<file path="src/rtl/chi_rx_link_buffer_pkg.sv">
// Shared types and limits for the CHI receive link buffer.
package chi_rx_link_buffer_pkg;

  localparam int unsigned CHI_MAX_LCRD = 15;

  typedef logic [3:0] lcrd_cnt_t;

  typedef struct packed {
    logic [3:0]  qos;
    logic [6:0]  tgt_id;
    logic [6:0]  src_id;
    logic [7:0]  txn_id;
    logic [5:0]  opcode;
    logic [31:0] addr;
  } request_flit_t;

endpackage

</file>
<file path="src/rtl/chi_rx_link_buffer_if.sv">
// Receive-side link signals plus the protocol-layer dequeue handshake.
interface chi_rx_link_buffer_if
  import chi_rx_link_buffer_pkg::*;
#(
  parameter type         FLIT_T = request_flit_t,
  parameter int unsigned DEPTH  = 4
) ();

  localparam int unsigned CW = $clog2(DEPTH + 1);

  logic          link_en;
  logic          rx_flit_pend;
  logic          rx_flit_v;
  FLIT_T         rx_flit;
  logic          rx_lcrd_v;
  logic          deq_valid;
  logic          deq_ready;
  FLIT_T         deq_flit;
  logic [CW-1:0] credits_out;
  logic          ovf_err;

  modport master (
    output link_en, rx_flit_pend, rx_flit_v, rx_flit, deq_ready,
    input  rx_lcrd_v, deq_valid, deq_flit, credits_out, ovf_err
  );

  modport slave (
    input  link_en, rx_flit_pend, rx_flit_v, rx_flit, deq_ready,
    output rx_lcrd_v, deq_valid, deq_flit, credits_out, ovf_err
  );

endinterface

</file>
<file path="src/rtl/chi_rx_link_buffer_fifo.sv">
// Registered synchronous flit FIFO; pointers wrap modulo DEPTH (any DEPTH).
module chi_flit_fifo
  import chi_rx_link_buffer_pkg::*;
#(
  parameter type         FLIT_T = request_flit_t,
  parameter int unsigned DEPTH  = 4
) (
  input  logic                         clk,
  input  logic                         rst,
  input  logic                         push_i,
  input  FLIT_T                        push_data_i,
  input  logic                         pop_i,
  output FLIT_T                        pop_data_o,
  output logic [$clog2(DEPTH+1)-1:0]   cnt_o,
  output logic                         full_o,
  output logic                         empty_o
);

  localparam int unsigned CW = $clog2(DEPTH + 1);
  localparam int unsigned PW = (DEPTH > 1) ? $clog2(DEPTH) : 1;

  FLIT_T         mem_q [DEPTH];
  logic [PW-1:0] wr_ptr_q, wr_ptr_d;
  logic [PW-1:0] rd_ptr_q, rd_ptr_d;
  logic [CW-1:0] cnt_q, cnt_d;
  logic          do_push, do_pop;

  function automatic logic [PW-1:0] ptr_inc(input logic [PW-1:0] p);
    return (p == PW'(DEPTH - 1)) ? '0 : p + 1'b1;
  endfunction

  assign full_o     = (cnt_q == CW'(DEPTH));
  assign empty_o    = (cnt_q == '0);
  assign cnt_o      = cnt_q;
  assign do_push    = push_i && !full_o;
  assign do_pop     = pop_i && !empty_o;
  // Output forced to zero while empty so the head reads 0 out of reset.
  assign pop_data_o = empty_o ? '0 : mem_q[rd_ptr_q];

  // Next pointer and occupancy values.
  always_comb begin
    wr_ptr_d = do_push ? ptr_inc(wr_ptr_q) : wr_ptr_q;
    rd_ptr_d = do_pop  ? ptr_inc(rd_ptr_q) : rd_ptr_q;
    cnt_d    = cnt_q + CW'(do_push) - CW'(do_pop);
  end

  // Pointer and occupancy registers.
  always_ff @(posedge clk or posedge rst) begin
    if (rst) begin
      wr_ptr_q <= '0;
      rd_ptr_q <= '0;
      cnt_q    <= '0;
    end else begin
      wr_ptr_q <= wr_ptr_d;
      rd_ptr_q <= rd_ptr_d;
      cnt_q    <= cnt_d;
    end
  end

  // Storage array; contents need no reset since reads are gated by empty.
  always_ff @(posedge clk) begin
    if (do_push) mem_q[wr_ptr_q] <= push_data_i;
  end

endmodule

</file>
<file path="src/rtl/chi_rx_link_buffer.sv">
// CHI link-layer receiver: credit-sized flit buffer issuing one L-credit per free entry.
module chi_rx_link_buffer
  import chi_rx_link_buffer_pkg::*;
#(
  parameter type         FLIT_T = request_flit_t,
  parameter int unsigned DEPTH  = 4
) (
  input  logic                 clk,
  input  logic                 rst,
  chi_rx_link_buffer_if.slave  bus
);

  localparam int unsigned CW = $clog2(DEPTH + 1);
  localparam int unsigned SW = CW + 1;

  logic [CW-1:0] credits_q, credits_d;
  logic [CW-1:0] fifo_cnt, cnt_nxt;
  logic          lcrd_q, lcrd_d;
  logic          ovf_q, ovf_d;
  logic          enq, deq;
  logic          fifo_full, fifo_empty;
  logic          unused_pend;

  // rx_flit_pend is only a clock-gating hint for the transmitter side.
  assign unused_pend = bus.rx_flit_pend;

  assign enq = bus.rx_flit_v && (credits_q != '0);
  assign deq = !fifo_empty && bus.deq_ready;

  chi_flit_fifo #(
    .FLIT_T (FLIT_T),
    .DEPTH  (DEPTH)
  ) u_fifo (
    .clk         (clk),
    .rst         (rst),
    .push_i      (enq),
    .push_data_i (bus.rx_flit),
    .pop_i       (deq),
    .pop_data_o  (bus.deq_flit),
    .cnt_o       (fifo_cnt),
    .full_o      (fifo_full),
    .empty_o     (fifo_empty)
  );

  assign bus.deq_valid   = !fifo_empty;
  assign bus.rx_lcrd_v   = lcrd_q;
  assign bus.credits_out = credits_q;
  assign bus.ovf_err     = ovf_q;

  // Credit accounting: grant only while outstanding credits plus occupancy stay below DEPTH.
  always_comb begin
    credits_d = credits_q + CW'(lcrd_q) - CW'(enq);
    cnt_nxt   = fifo_cnt + CW'(enq) - CW'(deq);
    lcrd_d    = bus.link_en && (({1'b0, credits_d} + {1'b0, cnt_nxt}) < SW'(DEPTH));
    ovf_d     = ovf_q | (bus.rx_flit_v && (credits_q == '0));
  end

  // Credit counter, grant register and sticky overflow flag.
  always_ff @(posedge clk or posedge rst) begin
    if (rst) begin
      credits_q <= '0;
      lcrd_q    <= 1'b0;
      ovf_q     <= 1'b0;
    end else begin
      credits_q <= credits_d;
      lcrd_q    <= lcrd_d;
      ovf_q     <= ovf_d;
    end
  end

  // Full with credits outstanding would break the credit invariant.
  assert property (@(posedge clk) disable iff (rst) fifo_full |-> (credits_q == '0));

endmodule
</file>
<file path="src/flat_wrapper.sv">
// flat-port wrapper written by rule: the top's interface ports become plain ports
module chi_rx_link_buffer_flat import chi_rx_link_buffer_pkg::*;
#(
  parameter type         FLIT_T = request_flit_t,
  parameter int unsigned DEPTH  = 4
)
  (clk, rst, bus_link_en, bus_rx_flit_pend, bus_rx_flit_v, bus_rx_flit, bus_deq_ready, bus_rx_lcrd_v, bus_deq_valid, bus_deq_flit, bus_credits_out, bus_ovf_err);
  chi_rx_link_buffer_if #(.FLIT_T(FLIT_T), .DEPTH(DEPTH)) bus_i ();
  input  logic clk;
  input  logic rst;
  input wire logic [$bits(bus_i.link_en)-1:0] bus_link_en;
  input wire logic [$bits(bus_i.rx_flit_pend)-1:0] bus_rx_flit_pend;
  input wire logic [$bits(bus_i.rx_flit_v)-1:0] bus_rx_flit_v;
  input wire logic [$bits(bus_i.rx_flit)-1:0] bus_rx_flit;
  input wire logic [$bits(bus_i.deq_ready)-1:0] bus_deq_ready;
  output wire logic [$bits(bus_i.rx_lcrd_v)-1:0] bus_rx_lcrd_v;
  output wire logic [$bits(bus_i.deq_valid)-1:0] bus_deq_valid;
  output wire logic [$bits(bus_i.deq_flit)-1:0] bus_deq_flit;
  output wire logic [$bits(bus_i.credits_out)-1:0] bus_credits_out;
  output wire logic [$bits(bus_i.ovf_err)-1:0] bus_ovf_err;
  assign bus_i.link_en = bus_link_en;
  assign bus_i.rx_flit_pend = bus_rx_flit_pend;
  assign bus_i.rx_flit_v = bus_rx_flit_v;
  assign bus_i.rx_flit = bus_rx_flit;
  assign bus_i.deq_ready = bus_deq_ready;
  assign bus_rx_lcrd_v = bus_i.rx_lcrd_v;
  assign bus_deq_valid = bus_i.deq_valid;
  assign bus_deq_flit = bus_i.deq_flit;
  assign bus_credits_out = bus_i.credits_out;
  assign bus_ovf_err = bus_i.ovf_err;
  chi_rx_link_buffer #(.FLIT_T(FLIT_T), .DEPTH(DEPTH)) u_core (.clk(clk), .rst(rst), .bus(bus_i));
endmodule
</file>
<file path="config.mk">
export PLATFORM = sky130hd
export DESIGN_NAME = chi_rx_link_buffer_flat
export DESIGN_NICKNAME = d
export VERILOG_FILES = /design/src/rtl/chi_rx_link_buffer_pkg.sv /design/src/rtl/chi_rx_link_buffer_if.sv /design/src/rtl/chi_rx_link_buffer_fifo.sv /design/src/rtl/chi_rx_link_buffer.sv /design/src/flat_wrapper.sv
export SDC_FILE = /design/constraint.sdc
export NUM_CORES = 1
export LEC_CHECK = 0
export CAP_MARGIN = 20
export CORE_MARGIN = 10
export CORE_UTILIZATION = 55
export CTS_CLUSTER_SIZE = 16
export DETAILED_ROUTE_END_ITERATION = 10
export PLACE_DENSITY = 0.81
export RECOVER_POWER = 100
export SLEW_MARGIN = 0
export SYNTH_ARGS = -nofsm -noshare
export SYNTH_HDL_FRONTEND = slang
export SYNTH_SLANG_ARGS = --single-unit
</file>
<file path="constraint.sdc">
create_clock -name clk -period 4.39 [get_ports clk]
set_input_delay 1.0975 -clock clk [delete_from_list [all_inputs] [get_ports clk]]
set_output_delay 1.0975 -clock clk [all_outputs]
set_load 0.05 [all_outputs]
</file>
=== Word-level counts from Yosys, hierarchy flattened ===
Memories as Yosys holds them, arrays and structs flattened.
Index checks and enable logic that the tools add are counted.

* Output and inout bits: 70
* Memories kept: 1
* Register bits: 12
* Bits of input ports: 70
* Memory bits (writable): 256

* $add $sub $neg: 9
* Equal/unequal tests: 3
* Order comparisons: 1
* Reduce and logical (&&, ||, !) cells: 11
* Bitwise logic cells: 1
* Mux-type cells: 5

{| class="wikitable"
|+ Memory list
! name !! words !! width !! read ports !! clocked after memory_dff !! wr ports !! line !! source
|-
| u_core.u_fifo.mem_q || 4 || 64 || 1 || 0 || 1 || chi_rx_link_buffer_fifo.sv:22 || <nowiki>FLIT_T mem_q [DEPTH];</nowiki>
|}

{| class="wikitable"
|+ Operators by type and width
! operator !! count
|-
| $mux W64 || 1
|-
| $add A3 B1 Y3 || 3
|-
| $sub A3 B1 Y3 || 3
|-
| $logic_and A1 B1 Y1 || 6
|-
| $logic_not A3 Y1 || 2
|-
| $add A2 B1 Y2 const B || 2
|-
| $add A3 B3 Y4 || 1
|-
| $eq A2 B2 Y1 const B || 2
|-
| $lt A4 B3 Y1 const B || 1
|-
| $mux W2 || 2
|-
| $eq A3 B3 Y1 const B || 1
|-
| $reduce_bool A3 Y1 || 1
|-
| $logic_not A1 Y1 || 2
|-
| $mux W1 || 2
|-
| $or A1 B1 Y1 || 1
|}

=== Logic depth before layout (Yosys ltp) ===
Gate-level depths: netlist of run 1.

* Depth in word-level cells: 7
* Depth in mapped cells: 12
* Gate-level depth less buffers: 12

=== Hierarchy ===
From an unflattened synthesis of run 1, not the netlist that was laid out.

* Cell total of the unflattened synthesis: 473
* Area, all modules: 10,446.3 sq um

{| class="wikitable"
|+ Modules (own cells, without submodules)
! module !! cells each !! instances !! area an instance (sq um) !! sequential area each (sq um)
|-
| chi_flit_fifo || 443 || 1 || 10,092.2 || 7,862.5
|-
| chi_rx_link_buffer || 30 || 1 || 354.1 || 125.1
|}

=== Worst setup path before layout of run 1 ===
OpenSTA, ideal clock, no wires.

* Path kind: input-to-reg
* Start: input bus_rx_flit_v
* End: register u_core.lcrd_q, in the netlist u_core.bus.rx_lcrd_v
* Path slack: 824 ps
* Data required time: 4,308 ps
* Stages on the path: 12
* Arrival: 3,485 ps
* Cells stage by stage: o31ai_1 inv_1 ha_1 inv_1 ha_1 inv_1 fa_1 xnor2_1 xnor2_1 ha_1 or4b_2 a31oi_1

* Elaborated cells between the ends (all ways): 7

{| class="wikitable"
|+ RTL lines
! item !! line !! source
|-
| from (decl) || flat_wrapper.sv:13 || <nowiki>input wire logic [$bits(bus_i.rx_flit_v)-1:0] bus_rx_flit_v;</nowiki>
|-
| $logic_and A1 B1 Y1 || chi_rx_link_buffer.sv:27 || <nowiki>assign enq = bus.rx_flit_v && (credits_q != '0);</nowiki>
|-
| $sub A3 B1 Y3 || chi_rx_link_buffer.sv:52 || <nowiki>credits_d = credits_q + CW'(lcrd_q) - CW'(enq);</nowiki>
|-
| via u_core.credits_d[2] || chi_rx_link_buffer.sv:16 || <nowiki>logic [CW-1:0] credits_q, credits_d;</nowiki>
|-
| $add A3 B3 Y4 || chi_rx_link_buffer.sv:54 || <nowiki>lcrd_d = bus.link_en && (({1'b0, credits_d} + {1'b0, cnt_nxt}) < SW'(DEPTH));</nowiki>
|-
| $lt A4 B3 Y1 || chi_rx_link_buffer.sv:54 ||
|-
| $logic_and A1 B1 Y1 || chi_rx_link_buffer.sv:54 ||
|-
| via u_core.lcrd_d || chi_rx_link_buffer.sv:18 || <nowiki>logic lcrd_q, lcrd_d;</nowiki>
|-
| to (signal assigned) || chi_rx_link_buffer.sv:66 || <nowiki>lcrd_q <= lcrd_d;</nowiki>
|-
| to (decl) || chi_rx_link_buffer.sv:18 ||
|}

The timed path passes the listed nets, and every way through them passes these cells.
A chain may end at the register's enable or synchronous reset.

=== Worst setup path in the final report of run 1 ===
* Start: register u_core.u_fifo.rd_ptr_q[0]
* End: output bus_deq_flit[59]

* Cells in the longest elaborated chain, start to end: 2

{| class="wikitable"
|+ RTL lines
! item !! line !! source
|-
| from (decl) || chi_rx_link_buffer_fifo.sv:24 || <nowiki>logic [PW-1:0] rd_ptr_q, rd_ptr_d;</nowiki>
|-
| from (signal assigned) || chi_rx_link_buffer_fifo.sv:55 || <nowiki>rd_ptr_q <= rd_ptr_d;</nowiki>
|-
| $mem_v2 Z4 W64 || n/a ||
|-
| $mux W64 || chi_rx_link_buffer_fifo.sv:38 || <nowiki>assign pop_data_o = empty_o ? '0 : mem_q[rd_ptr_q];</nowiki>
|-
| to (decl) || flat_wrapper.sv:18 || <nowiki>output wire logic [$bits(bus_i.deq_flit)-1:0] bus_deq_flit;</nowiki>
|}

No other way between the ends.

==> results of run 1 <==
registers in the layout, summed over array words and instances (netlist names):
register                flops
u_core.u_fifo.rd_ptr_q      2
u_core.u_fifo.wr_ptr_q      2
u_core.bus.credits_out      3
u_core.bus.ovf_err          1
u_core.bus.rx_lcrd_v        1
u_core.u_fifo.mem_q       256
u_core.u_fifo.cnt_o         3
synth_stat cells:
cell / number / area [um2]
buf_2: 8 / 40.0
a31oi_1: 1 / 6.26
fa_1: 3 / 60.1
edfxtp_1: 256 / 7690
dfrtp_1: 12 / 300
and2_1: 69 / 432
mux4_2: 64 / 1440
nor3_1: 1 / 5.00
or4b_2: 1 / 10.0
a21oi_1: 1 / 5.00
inv_1: 15 / 56.3
clkbuf_1: 8 / 30.0
xnor2_1: 5 / 43.8
nor2_1: 3 / 11.3
buf_6: 5 / 56.3
o31ai_1: 1 / 7.51
or3_1: 1 / 6.26
a21o_1: 1 / 7.51
ha_1: 13 / 163
mux2_2: 4 / 45.0
routing by layer:
layer  up-vias  share of wire, %  track usage, %  wire [um]
met2       171                50            27.3      10100
met4         2               1.8            4.01        358
met5         -             0.065               0         13
met1      2548                40            20.5       8070
li1       2200                 -               -          -
met3        34               7.5            4.15       1510
worst max-delay path by stage:
stage / start / end / slack (ps) / depth (start not counted)
finish: u_core.u_fifo.rd_ptr_q[0] / bus_deq_flit[59] / 210 / 4
CTS: u_core.u_fifo.rd_ptr_q[0] / bus_deq_flit[56] / 170 / 4
floorplan: bus_rx_flit_v / u_core.bus.rx_lcrd_v / 820 / 12
detailed placement: bus_rx_flit_v / u_core.bus.rx_lcrd_v / 80 / 13
global route: u_core.u_fifo.rd_ptr_q[0] / bus_deq_flit[12] / 50 / 4
global placement: bus_rx_flit_v / u_core.bus.rx_lcrd_v / 320 / 13
per-stage QoR:
step	std cells	setup slack [ps]	util (%)	hold slack (ps)
floorplan	472	824	-	523
global placement	830	323	64.9	441
detailed placement	830	84.7	64.9	446
CTS	878	172	69.4	465
global route	880	54.1	69.4	493
finish	882	212	69.4	454
critical path, stage by stage, from the launching register on:
cell and delay (ps):
dfrtp_4 680, buf_12 360, mux4_2 540, and2_1 190
dlygate4sd3_1 770
cells by family after synthesis:
logic type | share of synthesized area [%]
flops | 76.7
simple gates | 4.46
buf+inv | 1.75
compound gates | 0.252
xor+xnor | 0.421
fa+ha+maj | 2.14
mux | 14.3
final cells by class:
cell class              instances  area [um2]  share of cell area [%]
diodes                          4        10.0                  0.0773
clock buffers                  36         792                    6.12
clock inverters                12        58.8                   0.454
inverters                      15        56.3                   0.435
multi-input cells             168        2240                    17.3
flip-flops and latches        268        8000                    61.8
well taps                     234         293                    2.26
repair buffers                145        1500                    11.6
==> out/results.md, run 1 <==
| Result | Reported |
|---|---|
| Count of hold-fix buffers inserted at cts | 0 |
| Unique cell type count in the Yosys netlist | 20 |
| Root cell of the clock tree | clkbuf_16 |
| Num ports | 140 |
| Starting utilization of the core area | 55.9% |
| Class of the tightest hold or removal check | reg2reg |
| Net count reported at finish | 711 |
| Pin count of the biggest net entering global routing | 67 |
| Crit end category | output pin |
| Clock transition time at the flip-flop clock pins of the worst setup and hold paths | 60 ps |
| Highest Clock Rate | 0.239 GHz |
| Number of global-route vias before repair | 5,519 |
| Count of cells along the worst register-to-register path | 12 |
| Height of the die | 158 um |
| CTS Buf Count | 27 |
| DPL Wire Length | 12.1 mm |
| Design Area, Final | 0.0129 mm2 |
| Data arrival time of the critical path | 3080 ps |
| Horizontal die dimension | 158 um |
| First-pass GRT wire length | 31.2 mm |
| Layout-stage area growth over the synthesis result | 24.3% |
| Category of the worst setup path launch point | flop |
| Final number of max-transition violations | 96 |
| # Max-Cap Violations | 3 |
| Core region area | 0.0186 mm2 |
| Slew at the pin closest to its max-slew limit | 1790 ps |
| Post-Syn Instances | 472 |
| Commonest non-fill, non-tap cells in the layout | 256 x edfxtp_1, 133 x dlygate4sd3_1, 69 x and2_1 |
| Number of detailed-routing iterations run before antenna repair | 4 |
| R2r setup slk | 750 ps |
| Endpoints failing setup | 0 |
| Sequential share of the synthesized area | 76.7% |
| All-layer global routing usage | 16.1% |
| Vias | 4,955 |
| Critical path start-end classification | reg2out |
| Headroom to the max-slew limit | -19.3% |
| Maximum fanout encountered on the critical timing path | 40 |
| Routed WL | 20.0 mm |
| Min-Delay Startpoint | u_core.bus.ovf_err |
| Worst hold path stage count | 1 |
| Violated checks | max-capacitance violations, max-slew violations |
| Most common library cell in the layout ignoring fill and taps | edfxtp_1 |
| Number of failing hold endpoints at the final stage | 0 |
| Total grt overflow | 0 |
| Warning count from the yosys run | 0 |
| Port Buffer Count | 138 |
| WP data required | 3290 ps |
| Run status | complete, but fails checks |
| Sinks on the clock net | 268 |
| Flops & latches, synth | 268 |
| Number of violations reported at the end of detailed-routing iteration 0 | 262 |
| Post-CTS setup-driven buffer insertion count | 0 |
| Placement row count | 50 |
| Antenna-violating nets left | 0 |
| Post-synthesis cell area | 0.0104 mm2 |
| Post-cts sizing count | 0 |
| Maximum clock path buffer count | 3 |
| Minimum clock period after layout | 4180 ps |
| Initial antenna violation count | 5 |
| Number of levels the H-tree was split into | 1 |
| Setup tns final | 0 ps |
| RSZ-0062 raised after global routing | false |
| Wire length per cell after detailed routing | 22.7 um |
| Largest clock skew in the final design | 12.1 ps |
| Final worst path period share | 95.2% |
| Hold EP | u_core.bus.ovf_err |
| Post-placement cell area | 0.0121 mm2 |
| Clk_lat worst skew | 510 ps |
| Reg-to-reg endpoint | u_core.bus.rx_lcrd_v |
| Number of nets produced by synthesis | 558 |
| DR vias/cell | 5.62 |
| CTS tree | yes |
| Number of remaining DRC errors | 0 |
| Last weighted congestion value of the routability-driven placer | 0.768 |
| Avg Synthesized Cell Area | 22.1 um2 |
| Fraction of layout cells with a size suffix above 1 | 18.3% |
| Fill cell total of the finished layout | 1,135 |
| Overall die area | 0.0248 mm2 |
| Reg-to-reg startpoint | u_core.bus.credits_out[1] |
Power of run 1 is left out: the tool's default activity adds up to more than one toggle a clock period on the data nets, which glitch-free logic cannot reach.
==> inputs of run 2 (changes only) <==
--- a/config.mk
+++ b/config.mk
@@ -5,9 +5,10 @@
 export SDC_FILE = /design/constraint.sdc
 export NUM_CORES = 1
 export LEC_CHECK = 0
+export ABC_AREA = 1
 export CAP_MARGIN = 20
 export CORE_MARGIN = 10
-export CORE_UTILIZATION = 55
+export CORE_UTILIZATION = 56
 export CTS_CLUSTER_SIZE = 16
 export DETAILED_ROUTE_END_ITERATION = 10
 export PLACE_DENSITY = 0.81
==> out/results.md, run 2 <==
| Result | Reported | vs previous |
|---|---|---|
| Run status | complete, but fails checks | unchanged |
| Violated checks | max-capacitance violations, max-slew violations | unchanged |
| Maximum clock path buffer count | 3 | unchanged |
| Net count reported at finish | 1,252 | was 711 |
| WP data required | 3290 ps | about the same |
| Clk_lat worst skew | 520 ps | was 510 ps |
| Reg-to-reg endpoint | u_core.u_fifo.mem_q[3][23] | was u_core.bus.rx_lcrd_v |
| Number of failing hold endpoints at the final stage | 0 | unchanged |
| Root cell of the clock tree | clkbuf_16 | unchanged |
| Sinks on the clock net | 268 | unchanged |
| Avg Synthesized Cell Area | 11.1 um2 | was 22.1 um2 |
| RSZ-0062 raised after global routing | false | unchanged |
| CTS Buf Count | 27 | unchanged |
| Fraction of layout cells with a size suffix above 1 | 7.25% | was 18.3% |
| Most common library cell in the layout ignoring fill and taps | nand2_1 | was edfxtp_1 |
| Number of remaining DRC errors | 0 | unchanged |
| Endpoints failing setup | 0 | unchanged |
| DPL Wire Length | 13.8 mm | was 12.1 mm |
| R2r setup slk | 1120 ps | was 750 ps |
| Data arrival time of the critical path | 2830 ps | was 3080 ps |
| Most frequent cells after synthesis | 397 x nand2_1, 256 x edfxtp_1, 150 x inv_1, 66 x nand3_1, 49 x a21oi_1 | was 256 x edfxtp_1, 69 x and2_1, 64 x mux4_2, 15 x inv_1, 13 x ha_1 |
| Critical path start-end classification | reg2out | unchanged |
| Number of levels the H-tree was split into | 1 | unchanged |
| Top cells by area, synth | edfxtp_1 67%, nand2_1 13%, inv_1 4.9% | was edfxtp_1 74%, mux4_2 14%, and2_1 4.1% |
| Share of async-settable or async-resettable flops after synthesis | 4.48% | unchanged |
| Tightest hold margin | 468 ps | was 454 ps |
| Slew at the pin closest to its max-slew limit | 2130 ps | was 1790 ps |
| Critical path destination | bus_deq_flit[22] | was bus_deq_flit[59] |
| Starting utilization of the core area | 56.7% | was 55.9% |
| Overall die area | 0.0265 mm2 | was 0.0248 mm2 |
| Height of the die | 163 um | was 158 um |
| Final worst path period share | 89.4% | was 95.2% |
| Number of violations reported at the end of detailed-routing iteration 0 | 636 | was 262 |
| Last weighted congestion value of the routability-driven placer | 0.744 | was 0.768 |
| Initial antenna violation count | 6 | was 5 |
| Detailed-routed wire length on met3 | 1.65 mm | was 1.51 mm |
| Num ports | 140 | unchanged |
| Antenna-violating nets left | 0 | unchanged |
| Wire length per cell after detailed routing | 16.1 um | was 22.7 um |
| Number of synthesized flops with an enable pin | 256 | unchanged |
| Vias | 7,311 | was 4,955 |
| Length of routed met2 wiring | 12.0 mm | was 10.1 mm |
| Class of the tightest hold or removal check | reg2reg | unchanged |
| Layout-stage area growth over the synthesis result | 17.6% | was 24.3% |
| Cell taking the most area after synthesis | edfxtp_1 | unchanged |
| Minimum clock period after layout | 3920 ps | was 4180 ps |
| Reg-to-reg startpoint | u_core.u_fifo.cnt_o[1] | was u_core.bus.credits_out[1] |
| Dominant synthesized flop cell | edfxtp_1 | unchanged |
| Most numerous cell in the Yosys netlist | nand2_1 | was edfxtp_1 |
| Uppermost routed layer | met5 | unchanged |
| Number of detailed-routing iterations run before antenna repair | 5 | was 4 |
| Pin count of the biggest net entering global routing | 68 | was 67 |
| Warning count from the yosys run | 0 | unchanged |
| Commonest non-fill, non-tap cells in the layout | 397 x nand2_1, 256 x edfxtp_1, 150 x inv_1 | was 256 x edfxtp_1, 133 x dlygate4sd3_1, 69 x and2_1 |
| DR vias/cell | 5.01 | was 5.62 |
| Post-synthesis cell area | 0.0114 mm2 | was 0.0104 mm2 |
| Headroom to the max-slew limit | -42.1% | was -19.3% |
| Post-CTS setup-driven buffer insertion count | 0 | unchanged |
| Post-Syn Instances | 1,031 | was 472 |
| Core region area | 0.0202 mm2 | was 0.0186 mm2 |
| Unique cell type count in the Yosys netlist | 23 | was 20 |
| Horizontal die dimension | 163 um | was 158 um |
| Largest reg by FF count | u_core.u_fifo.mem_q | unchanged |
| CTS tree | yes | unchanged |
| Placement row count | 52 | was 50 |
| Flops & latches, synth | 268 | unchanged |
| Crit path launch | u_core.u_fifo.rd_ptr_q[0] | unchanged |
| Crit end category | output pin | unchanged |
| All-layer global routing usage | 17.6% | was 16.1% |
| Total grt overflow | 0 | unchanged |
| Post-cts sizing count | 0 | unchanged |
| Highest Clock Rate | 0.255 GHz | was 0.239 GHz |
| Number of global-route vias before repair | 7,483 | was 5,519 |
| Maximum fanout encountered on the critical timing path | 67 | was 40 |
| Largest clock skew in the final design | 8.52 ps | was 12.1 ps |
| # Max-Cap Violations | 5 | was 3 |
| Number of nets produced by synthesis | 1,117 | was 558 |
| Clock transition time at the flip-flop clock pins of the worst setup and hold paths | 60 ps | about the same |
| Port Buffer Count | 138 | unchanged |
| Sequential share of the synthesized area | 69.8% | was 76.7% |
| M1 wire length | 9.30 mm | was 8.07 mm |
| Routed WL | 23.5 mm | was 20.0 mm |
| Final number of max-transition violations | 151 | was 96 |
| Count of cells along the worst register-to-register path | 5 | was 12 |
| Category of the worst setup path launch point | flop | unchanged |
| Count of hold-fix buffers inserted at cts | 0 | unchanged |
| First-pass GRT wire length | 37.6 mm | was 31.2 mm |
| Share of Yosys cell area claimed by the top area cell type | 67.2% | was 73.8% |
| Max FFs per register | 256 | unchanged |
## run 2: cell types whose count changed in the layout (fill, tap and decap cells not counted), moves of 10 or more
cell,change
nand3_1,+66
inv_1,+135
mux4_2,-64
nand2_1,+397
clkbuf_1,+56
a21oi_1,+49
clkbuf_2,+10
and2_1,-69
dlygate4sd3_1,-61
a21oi_2,+14
buf_4,+11
## run 2: logic make-up after synthesis
group,share of synthesized area (%)
adders and majority gates,1.95
buffers and inverters,8.04
DFF,69.8
and+or+nand+nor,16.3
AOI/OAI and AO/OA,3.47
xor gates and xnor gates,0.383
## run 2: worst max-delay path, stage by stage, from the launching register on
cell	delay, ps
dfrtp_4	490
inv_4	520
clkbuf_2	500
nand2_1	110
nand2_1	80
nand2_1	50
a21oi_1	190
clkbuf_2	310
## run 2: per-layer routing
layer / global-route usage [%] / vias to the layer above
met4: 5.61 / 2
met5: 0 / -
met3: 3.64 / 53
met2: 30.7 / 226
li1: - / 3610
met1: 21.4 / 3420
## run 2: worst min-delay path by stage
stage | from | end | slack, ps | cells past startpoint
3_5_place_dp | u_core.bus.ovf_err | u_core.bus.ovf_err | 460 | 1
5_1_grt | u_core.bus.ovf_err | u_core.bus.ovf_err | 480 | 1
3_3_place_gp | u_core.bus.ovf_err | u_core.bus.ovf_err | 460 | 1
4_1_cts | u_core.bus.ovf_err | u_core.bus.ovf_err | 480 | 1
6_report | u_core.bus.ovf_err | u_core.bus.ovf_err | 470 | 1
2_1_floorplan | u_core.u_fifo.wr_ptr_q[1] | u_core.u_fifo.wr_ptr_q[1] | 490 | 2
## run 2: area by class of cell
| type | count | area [um2] |
|---|---|---|
| Clock inverter | 18 | 159 |
| Fill cell | 1504 | 6720 |
| Inverter | 153 | 577 |
| Timing Repair Buffer | 154 | 1130 |
| Sequential cell | 268 | 7990 |
| Multi-Input combinational cell | 562 | 2550 |
| Tap cell | 270 | 338 |
| Antenna cell | 4 | 10.0 |
| Clock buffer | 31 | 691 |
## run 2: per-stage QoR
stage | area, um2 | worst slack, ps | utilization (%) | cells | TNS [ps]
6_report | 13500 | 467 | 66.7 | 1460 | 0
5_1_grt | 13500 | 302 | 66.7 | 1460 | 0
4_1_cts | 13700 | 692 | 67.9 | 1456 | 0
3_5_place_dp | 12800 | 858 | 63.7 | 1407 | 0
3_3_place_gp | 12800 | 888 | 63.7 | 1407 | 0
2_1_floorplan | 11400 | -91.8 | - | 1031 | -23500
Power of run 2 is left out for the same reason.
==> inputs of run 3 (changes only) <==
--- a/config.mk
+++ b/config.mk
@@ -6,7 +6,6 @@
 export NUM_CORES = 1
 export LEC_CHECK = 0
 export ABC_AREA = 1
-export CAP_MARGIN = 20
 export CORE_MARGIN = 10
 export CORE_UTILIZATION = 56
 export CTS_CLUSTER_SIZE = 16
==> results of run 3 <==
No change in the layout: final DEF, timing and power equal those of run 2.
Power of run 3 is left out for the same reason.
